[src/rtl/bcd_cascade_counter_if.sv]
// ----------------------------------------------------------------------------
// bcd_cascade_counter_if
//   Bundles the control inputs and count outputs of bcd_cascade_counter.
//   clk and the active-low reset stay plain module ports.
//
//   Signals
//     en        count enable, one step per clock while high
//     up_dn     1 = count up, 0 = count down
//     load      synchronous parallel load strobe (wins over en)
//     load_val  load value, digit k in bits [4k+3:4k]
//     O         current count, digit k in bits [4k+3:4k]
//     tc        combinational terminal count, for cascading to further stages
//     wrap      registered one-cycle pulse after a wrap edge
//
//   Modports
//     master    drives the controls, observes the count (bench / parent logic)
//     slave     the counter itself
// ----------------------------------------------------------------------------
interface bcd_cascade_counter_if #(
    parameter int DIGITS = 4
);
    logic                  en;
    logic                  up_dn;
    logic                  load;
    logic [4*DIGITS-1:0]   load_val;
    logic [4*DIGITS-1:0]   O;
    logic                  tc;
    logic                  wrap;

    modport master (
        output en,
        output up_dn,
        output load,
        output load_val,
        input  O,
        input  tc,
        input  wrap
    );

    modport slave (
        input  en,
        input  up_dn,
        input  load,
        input  load_val,
        output O,
        output tc,
        output wrap
    );
endinterface

[src/rtl/bcd_cascade_counter.sv]
// ----------------------------------------------------------------------------
// bcd_cascade_counter
//   Multi-digit decade counter built from DIGITS cascaded 4-bit digits, each
//   running 0..MAX_DIGIT. Supports count enable, up/down, synchronous parallel
//   load with per-digit clamping, a combinational terminal-count output for
//   chaining further stages, and a registered wrap pulse.
//
//   Parameters
//     DIGITS     number of cascaded digits (1..8), digit 0 least significant
//     MAX_DIGIT  highest value of every digit (1..9)
//
//   Ports
//     clk    rising-edge system clock
//     reset  asynchronous, active-low reset; clears the count and wrap
//     bus    slave side of bcd_cascade_counter_if (en, up_dn, load, load_val,
//            O, tc, wrap)
//
//   Per-edge priority: load > en > hold.
// ----------------------------------------------------------------------------
module bcd_cascade_counter #(
    parameter int DIGITS    = 4,
    parameter int MAX_DIGIT = 9
) (
    input  logic                    clk,
    input  logic                    reset,
    bcd_cascade_counter_if.slave    bus
);

    localparam int              CW      = 4 * DIGITS;
    localparam logic [3:0]      MAX_D   = 4'(MAX_DIGIT);

    // ------------------------------------------------------------------------
    // Digit helpers
    // ------------------------------------------------------------------------

    // Loaded digits above the modulus are pulled down to MAX_DIGIT so the
    // register never holds an out-of-range digit.
    function automatic logic [3:0] clamp_digit(input logic [3:0] d);
        clamp_digit = (d > MAX_D) ? MAX_D : d;
    endfunction

    // The >= test also folds any unexpected value back into range.
    function automatic logic [3:0] inc_digit(input logic [3:0] d);
        inc_digit = (d >= MAX_D) ? 4'd0 : d + 4'd1;
    endfunction

    function automatic logic [3:0] dec_digit(input logic [3:0] d);
        dec_digit = ((d == 4'd0) || (d > MAX_D)) ? MAX_D : d - 4'd1;
    endfunction

    // ------------------------------------------------------------------------
    // State
    // ------------------------------------------------------------------------
    logic [CW-1:0]      count_q;
    logic [CW-1:0]      count_d;
    logic               wrap_q;
    logic               wrap_d;

    // step[k] is high when every digit below k sits at its terminal value for
    // the current direction, i.e. digit k moves on an enabled edge.
    logic [DIGITS-1:0]  step;
    logic               at_terminal;
    logic               tc;

    // ------------------------------------------------------------------------
    // Ripple enable chain and terminal detect
    // ------------------------------------------------------------------------
    always_comb begin
        logic       run;
        logic [3:0] digit;
        logic [3:0] term;

        step        = '0;
        run         = 1'b1;
        digit       = 4'd0;
        term        = bus.up_dn ? MAX_D : 4'd0;
        for (int k = 0; k < DIGITS; k++) begin
            digit   = count_q[4*k +: 4];
            step[k] = run;
            run     = run & (digit == term);
        end
        // After the last digit, run says the whole count is at the terminal.
        at_terminal = run;
    end

    // Combinational so a following stage can enable on the same edge.
    assign tc = bus.en & ~bus.load & at_terminal;

    // ------------------------------------------------------------------------
    // Next-state
    // ------------------------------------------------------------------------
    always_comb begin
        count_d = count_q;
        // tc is already low under load or when disabled, so this covers the
        // "wrap clears on load and on hold" cases too.
        wrap_d  = tc;

        if (bus.load) begin
            for (int k = 0; k < DIGITS; k++) begin
                count_d[4*k +: 4] = clamp_digit(bus.load_val[4*k +: 4]);
            end
        end else if (bus.en) begin
            for (int k = 0; k < DIGITS; k++) begin
                if (step[k]) begin
                    count_d[4*k +: 4] = bus.up_dn ? inc_digit(count_q[4*k +: 4])
                                                  : dec_digit(count_q[4*k +: 4]);
                end
            end
        end
    end

    // ------------------------------------------------------------------------
    // Registers
    // ------------------------------------------------------------------------
    always_ff @(posedge clk or negedge reset) begin
        if (!reset) begin
            count_q <= '0;
            wrap_q  <= 1'b0;
        end else begin
            count_q <= count_d;
            wrap_q  <= wrap_d;
        end
    end

    assign bus.O    = count_q;
    assign bus.tc   = tc;
    assign bus.wrap = wrap_q;

endmodule

[src/flat_wrapper.sv]
// flat-port wrapper written by rule: the top's interface ports become plain ports
module bcd_cascade_counter_flat 
#(
    parameter int DIGITS    = 4,
    parameter int MAX_DIGIT = 9
)
  (clk, reset, bus_en, bus_up_dn, bus_load, bus_load_val, bus_O, bus_tc, bus_wrap);
  bcd_cascade_counter_if #(.DIGITS(DIGITS)) bus_i ();
  input  logic clk;
  input  logic reset;
  input wire logic [$bits(bus_i.en)-1:0] bus_en;
  input wire logic [$bits(bus_i.up_dn)-1:0] bus_up_dn;
  input wire logic [$bits(bus_i.load)-1:0] bus_load;
  input wire logic [$bits(bus_i.load_val)-1:0] bus_load_val;
  output wire logic [$bits(bus_i.O)-1:0] bus_O;
  output wire logic [$bits(bus_i.tc)-1:0] bus_tc;
  output wire logic [$bits(bus_i.wrap)-1:0] bus_wrap;
  assign bus_i.en = bus_en;
  assign bus_i.up_dn = bus_up_dn;
  assign bus_i.load = bus_load;
  assign bus_i.load_val = bus_load_val;
  assign bus_O = bus_i.O;
  assign bus_tc = bus_i.tc;
  assign bus_wrap = bus_i.wrap;
  bcd_cascade_counter #(.DIGITS(DIGITS), .MAX_DIGIT(MAX_DIGIT)) u_core (.clk(clk), .reset(reset), .bus(bus_i));
endmodule
[config.mk]
export PLATFORM = sky130hd
export DESIGN_NAME = bcd_cascade_counter_flat
export DESIGN_NICKNAME = d
export VERILOG_FILES = /design/src/rtl/bcd_cascade_counter_if.sv /design/src/rtl/bcd_cascade_counter.sv /design/src/flat_wrapper.sv
export SDC_FILE = /design/constraint.sdc
export NUM_CORES = 1
export LEC_CHECK = 0
export ABC_AREA = 1
export CORE_UTILIZATION = 45
export DETAILED_ROUTE_END_ITERATION = 8
export GPL_ROUTABILITY_DRIVEN = 0
export PLACE_DENSITY = 0.72
export SYNTH_ARGS = -nofsm -noshare
export SYNTH_HDL_FRONTEND = slang
export SYNTH_SLANG_ARGS = --single-unit
[constraint.sdc]
create_clock -name clk -period 3.35 [get_ports clk]
set_input_delay 1.005 -clock clk [delete_from_list [all_inputs] [get_ports clk]]
set_output_delay 1.005 -clock clk [all_outputs]
set_load 0.005 [all_outputs]
==> results of run 1 <==
==> final timing paths <==
path	to	from	cells after the start	slack, ns
worst max register to register	u_core.bus.O[8]$_DFFE_PN0P_	u_core.bus.O[0]$_DFFE_PN0P_	13	1.44
max in group asynchronous	u_core.bus.O[15]$_DFFE_PN0P_	reset	1	1.57
worst min register to register	u_core.bus.O[10]$_DFFE_PN0P_	u_core.bus.O[10]$_DFFE_PN0P_	2	0.60
worst min-delay path	u_core.bus.O[10]$_DFFE_PN0P_	u_core.bus.O[10]$_DFFE_PN0P_	2	0.60
min in group asynchronous	u_core.bus.O[5]$_DFFE_PN0P_	reset	1	1.23
worst max-delay path	bus_tc	bus_en	7	0.10
==> state kept, by name (all words and copies together) (netlist names) <==
signal / cells
u_core.bus.O: 16
u_core.bus.wrap: 1
==> timing repair <==
item,CTS,global route
endpoints found under the setup margin,1,1
pin swaps,3,3
hold endpoints to repair,0,0
setup buffers,7,0
hold buffers,0,0
gates resized for setup,9,2
==> cell usage in the layout, fill, tap and decap left out, types with 5 or more instances in the layout <==
cell type,synthesis,routed
ha_1,12,12
o21ai_0,7,7
buf_4,1,18
inv_1,25,25
inv_2,10,10
dfrtp_1,17,17
clkdlybuf4s50_1,0,36
nand2_1,109,109
xor2_1,7,7
a21oi_1,11,11
nor2_1,23,21
o21ai_1,5,5
nand3_1,43,42
==> routing by layer <==
metal  track usage (%)  part of all wire (%)
met1              33.1                    47
met2              41.2                    48
met3              2.26                   5.1
met4              5.16                  0.41
met5                 0                     0
==> cell families after synthesis <==
group                      count (synthesis)
buffers and inverters                     44
and+or+nand+nor                          186
DFF                                       17
xor gates and xnor gates                   8
adders and majority gates                 12
AOI/OAI and AO/OA                         32
==> per-stage QoR <==
stage / cell area (um2) / util [%]
3_3_place_gp: 2300 / 61.0
6_report: 2420 / 64.1
5_1_grt: 2420 / 64.1
2_1_floorplan: 1830 / -
4_1_cts: 2410 / 63.9
3_5_place_dp: 2300 / 61.0
==> worst min-delay path: stages, from the launching register on <==
cell and delay (ns):
dfrtp_1 0.44, nand2_1 0.07, nand2_1 0.06
==> power groups by stage <==
stage	combinational [mW]	sequential, mW	clock [mW]
finish	0.642	0.349	0.164
global route	0.740	0.361	0.178
CTS	0.640	0.348	0.173
detailed placement	0.629	0.351	0
global placement	0.622	0.350	0
floorplan	0.439	0.320	0
==> final cells by class <==
class                           instances  area [um2]
Fill cell                             364        1360
Multi-Input combinational cell        238        1240
Inverter                               36         136
Clock buffer                            4        45.0
Tap cell                               48        60.1
Sequential cell                        17         425
Timing Repair Buffer                   56         510
==> results by group, run 1 <==
Pwr
  • Peak VDD IR: 0.240 mV
  • Switching power: 0.526 mW
  • Switching share of power: 45.5%
  • Pwr dens: 478 nW/um2
  • Int Power: between 0.6 and 0.7 mW
  • Clk network pwr share: between 10% and 20%
  • Power Total: ~1.2 mW
  • Logic pwr share: 55.6%
  • Sequential cell fraction of total power: a little under a third
  • Pleak: around 1.3 nW

Die
  • DIE HEIGHT: roughly 66 um
  • Core area: roughly 3800 um2
  • Row cnt: 22
  • Io pins: 39
  • Starting Density: roughly 48%
  • Die Wd: about 66 um
  • Die Area: ~4300 um2

Place
  • Setup Slack @ Placement: -0.557 ns
  • Number of port buffers: 38
  • Post-DP HPWL: 3.46 mm
  • Dpl cells: slightly below 400

GRT
  • Largest net degree at the start of global routing: 20
  • Vias in the first global route: between 1500 and 2000
  • GRT overflow: 0
  • First-pass GRT wire length: 8.36 mm
  • Initial antenna violation count: 0
  • Gr usage total: between 20 and 25%

Worst setup path
  • Crit path DAT: between 2 and 2.5 ns
  • Required @ worst endpoint: between 2 and 2.5 ns
  • Crit-path slowest cell: clkdlybuf4s50_1
  • Crit Path Max Fanout: 2
  • Crit-path cells: clkdlybuf4s50_1 -> inv_1 -> nor2_2 -> nand3_2 -> nor2_4 -> nor3b_4 -> buf_2
  • Critical path class: in -> out
  • Slowest stage delay, CP: approximately 0.47 ns
  • Critical path launch point type: primary input
  • CP top delay family: buffers and inverters
  • Worst Setup End Kind: output port
  • Crit path buf inv count: 3

Outcome
  • Outcome: complete, no violations

Drt
  • Post-DR wirelength/cell: between 10 and 15 um
  • Via/cell ratio: 5.18
  • Drt pass-1 iters: 4
  • Drt drc: 0
  • Vias post-DR: between 2000 and 2500
  • Routed Wire Length: approximately 4.7 mm
  • Antenna Violating Nets Remaining: 0
  • Drt first-iter violations: 164

Synthesis
  • Synth top cells by count: nand2_1, nand3_1, inv_1
  • Synth Flop Type: dfrtp_1
  • Number of library cell types mapped by synthesis: 32
  • Cell taking the most area after synthesis: dfrtp_1
  • Xor/xnor share of the synthesized area: roughly 3.8%
  • Top-area cell type share of the netlist area: 23.3%
  • Multiplexer share of the synthesized area: 0%
  • Syn avg cell area: between 6 and 7 um2
  • Asr flop ratio synth: 100%
  • Yosys warns: 0
  • Synth Area in Adders: between 8 and 9%
  • Seq/Total Area, Yosys: between 20% and 30%
  • Most numerous cell in the Yosys netlist: nand2_1
  • Complex-gate fraction of the synthesized area: between 10 and 15%
  • Gate Count Post-Synth: roughly 300
  • Post-synth EDFFs: 0
  • Synth Area in Simple Gates: between 40% and 50%
  • Syn Nets: between 300 and 400
  • Main combinational cell family by area after synthesis: simple AND/OR/NAND/NOR gates
  • Synthesized area: 1830 um2
  • Post-synthesis register bit count: 17
  • Synth area leaders: dfrtp_1, nand2_1, nand3_1, ha_1, inv_1

Clock tree
  • CTS Sinks: 17
  • CTS tree: yes
  • H-tree depth: 1
  • Clock transition at path regs: 0.07 ns
  • Max Buffers Root-to-Sink: 2
  • CTS root buf: clkbuf_8
  • Worst-skew pair later-pin latency: ~0.26 ns
  • CTS Buf Count: 3

Cells and area
  • Non-Filler Instances: ~400
  • Nets: around 390
  • Share of cells above drive strength 1: approximately an eighth
  • Area Growth Syn to Fin: 32.4%
  • Inserted Diodes: 0

STA
  • Maximum clock rate: around 0.31 GHz
  • Final hold vios: 0
  • Worst-margin pin slew: a little under 0.9 ns
  • WHS: 0.595 ns
  • Final setup fails: 0
  • Slew HR: about two fifths
  • Tcrit/Tclk final: 97.0%
  • Max-slew violation count: 0
  • Final TNS setup: 0 ns
  • Worst setup margin: between 0.1 and 0.15 ns
  • Clk_skew: ~0.0080 ns
  • Period minus WS final: around 3.2 ns

Run
  • Max Cap Viol: 0

Hold path
  • Worst hold path type: reg -> reg
Note: power is estimated with default switching activity, not from simulation.
==> inputs of run 2 (changes only) <==
PLACE_DENSITY = 0.81   (was 0.72)
==> results by group, run 2 (same netlist as run 1, synthesis figures left out) <==
Die
  • DIE HEIGHT: 65.7 um (unchanged)
  • Io pins: 39 (unchanged)
  • Die Area: 4320 um2 (unchanged)
  • Row cnt: 22 (unchanged)
  • Starting Density: 48.4% (unchanged)
  • Die Wd: 65.7 um (unchanged)
  • Core area: 3770 um2 (unchanged)

Worst setup path
  • Critical path class: in -> out (unchanged)
  • Critical path launch point type: primary input (unchanged)
  • Crit path DAT: 2.22 ns (was 2.24 ns)
  • Worst Setup End Kind: output port (unchanged)
  • Most frequent CP cell: nor2_2
  • Slowest stage delay, CP: 0.48 ns (was 0.47 ns)
  • Crit-path cells: clkdlybuf4s50_1 -> inv_1 -> nor2_2 -> nand3_2 -> nor2_2 -> nor3b_2 -> buf_2 (was clkdlybuf4s50_1 -> inv_1 -> nor2_2 -> nand3_2 -> nor2_4 -> nor3b_4 -> buf_2)
  • Crit Path Max Fanout: 2 (unchanged)
  • Crit-path slowest cell: clkdlybuf4s50_1 (unchanged)
  • Required @ worst endpoint: 2.34 ns (about the same)

Drt
  • Antenna Violating Nets Remaining: 0 (unchanged)
  • Routed Wire Length: 4.46 mm (was 4.67 mm)
  • Post-DR wirelength/cell: 11.3 um (was 11.7 um)
  • Drt first-iter violations: 180 (was 164)
  • Drt pass-1 iters: 4 (unchanged)
  • Vias post-DR: 2024 (was 2065)
  • Drt drc: 0 (unchanged)
  • Via/cell ratio: 5.14 (was 5.18)

Place
  • Placed cell areas: 2310 um2 (was 2300 um2)
  • Setup Slack @ Placement: -0.511 ns (was -0.557 ns)
  • Dpl cells: 389 (was 388)
  • Post-DP HPWL: 3.37 mm (was 3.46 mm)
  • Number of port buffers: 38 (unchanged)

STA
  • Maximum clock rate: 0.310 GHz (was 0.308 GHz)
  • Final setup fails: 0 (unchanged)
  • Worst setup margin: 0.128 ns (was 0.102 ns)
  • Slew HR: 45.9% (was 42.0%)
  • Tcrit/Tclk final: 96.2% (was 97.0%)
  • Final hold vios: 0 (unchanged)
  • Clk_skew: 0.000756 ns (was 0.00804 ns)
  • Max-slew violation count: 0 (unchanged)
  • Period minus WS final: 3.22 ns (was 3.25 ns)
  • Worst-margin pin slew: 0.810 ns (was 0.868 ns)
  • Final TNS setup: 0 ns (unchanged)
  • RSZ-0062 raised after global routing: false

Clock tree
  • CTS tree: yes (unchanged)
  • H-tree depth: 1 (unchanged)
  • CTS Sinks: 17 (unchanged)
  • Max Buffers Root-to-Sink: 2 (unchanged)
  • CTS Buf Count: 3 (unchanged)
  • Worst-skew pair later-pin latency: 0.26 ns (about the same)
  • Hold-fix buffers, CTS: 0 (unchanged)
  • CTS root buf: clkbuf_8 (unchanged)
  • Clock transition at path regs: 0.07 ns (about the same)

Run
  • Max Cap Viol: 0 (unchanged)

Cells and area
  • Non-Filler Instances: 394 (was 399)
  • Commonest cells after routing, fill and taps aside: nand2_1, nand3_1, clkdlybuf4s50_1 (unchanged)
  • Final core utilization: 62.7% (was 64.1%)
  • Share of cells above drive strength 1: 11.6% (was 12.8%)
  • Inserted Diodes: 0 (unchanged)
  • Post-route cell area: 2370 um2 (was 2420 um2)
  • Area Growth Syn to Fin: 29.6% (was 32.4%)
  • Max reg flops: 16 (unchanged)
  • Nets: 380 (was 385)
  • Commonest non-fill, non-tap cell in the layout: nand2_1 (unchanged)

Pwr
  • Pleak: 1.25 nW (was 1.29 nW)
  • Sequential cell fraction of total power: 30.2% (about the same)
  • Int Power: 0.629 mW (about the same)
  • Pwr dens: 485 nW/um2 (was 478 nW/um2)
  • Switching share of power: 45.3% (was 45.5%)
  • Clk network pwr share: 14.2% (about the same)
  • Logic pwr share: 55.5% (was 55.6%)
  • Switching power: 0.520 mW (was 0.526 mW)
  • Peak VDD IR: 0.276 mV (was 0.240 mV)

GRT
  • Gr usage total: 22.5% (was 24.3%)
  • GRT overflow: 0 (unchanged)
  • First-pass GRT wire length: 7.62 mm (was 8.36 mm)
  • Initial antenna violation count: 0 (unchanged)
  • Largest net degree at the start of global routing: 20 (unchanged)
  • Vias in the first global route: 1762 (was 1899)

Hold path
  • Worst hold path type: reg -> reg (unchanged)

Outcome
  • Outcome: complete, no violations (unchanged)
==> run 2: changes by cell type in the layout (fill, tap and decap cells not counted), sizes merged <==
cell | before | now
clkdlybuf4s15 | 1 | 0
dlygate4sd2 | 0 | 1
buf | 19 | 14
==> run 2: what timing repair did <==
item | CTS | global route
setup endpoints to repair | 1 | 1
resized for setup | 7 | 1
setup buffers | 1 | 0
pin swaps | 1 | 3
==> run 2: final timing paths <==
kind / start / endpoint / slack (ns) / cells after the start
min in group asynchronous: reset / u_core.bus.O[9]$_DFFE_PN0P_ / 1.21 / 1
setup / recovery: bus_en / bus_tc / 0.13 / 7
max in group asynchronous: reset / u_core.bus.O[4]$_DFFE_PN0P_ / 1.64 / 1
setup reg to reg: u_core.bus.O[0]$_DFFE_PN0P_ / u_core.bus.O[2]$_DFFE_PN0P_ / 1.65 / 10
hold / removal: u_core.bus.O[10]$_DFFE_PN0P_ / u_core.bus.O[10]$_DFFE_PN0P_ / 0.60 / 2
hold reg to reg: u_core.bus.O[10]$_DFFE_PN0P_ / u_core.bus.O[10]$_DFFE_PN0P_ / 0.60 / 2
==> run 2: per-stage QoR <==
step           total power [mW]  hold slack (ns)
6_report                   1.15            0.605
3_5_place_dp              0.981            0.595
2_1_floorplan             0.759            0.552
3_3_place_gp              0.972            0.577
5_1_grt                    1.27            0.617
4_1_cts                    1.15            0.615
==> run 2: metal layers <==
layer | up-vias | share of wire (%) | global-route usage, % | wire, um
li1 | 1056 | - | - | -
met1 | 904 | 48 | 29.4 | 2120
met2 | 59 | 46 | 37.9 | 2050
met3 | 5 | 5.2 | 4.51 | 230
met4 | 0 | 1.1 | 4.62 | 51
met5 | - | 0 | 0 | 0
==> run 2: worst max-delay path, delay by kind of cell <==
family	cells	cell delay [ns]
buffers and inverters	3	0.68
AND/OR/NAND/NOR	4	0.53
==> run 2: layout make-up <==
class                      instances  area (um2)
clock buffer                       4        45.0
fill                             375        1410
inverter                          36         136
multi-input combinational        238        1230
sequential                        17         425
tap                               48        60.1
timing repair buffer              51         472
==> run 2: power by group through the flow <==
stage / logic, mW / clock network [mW] / registers (mW)
6_report: 0.638 / 0.163 / 0.347
5_1_grt: 0.733 / 0.174 / 0.359
3_5_place_dp: 0.631 / 0 / 0.350
3_3_place_gp: 0.624 / 0 / 0.348
4_1_cts: 0.638 / 0.168 / 0.346
2_1_floorplan: 0.439 / 0 / 0.320
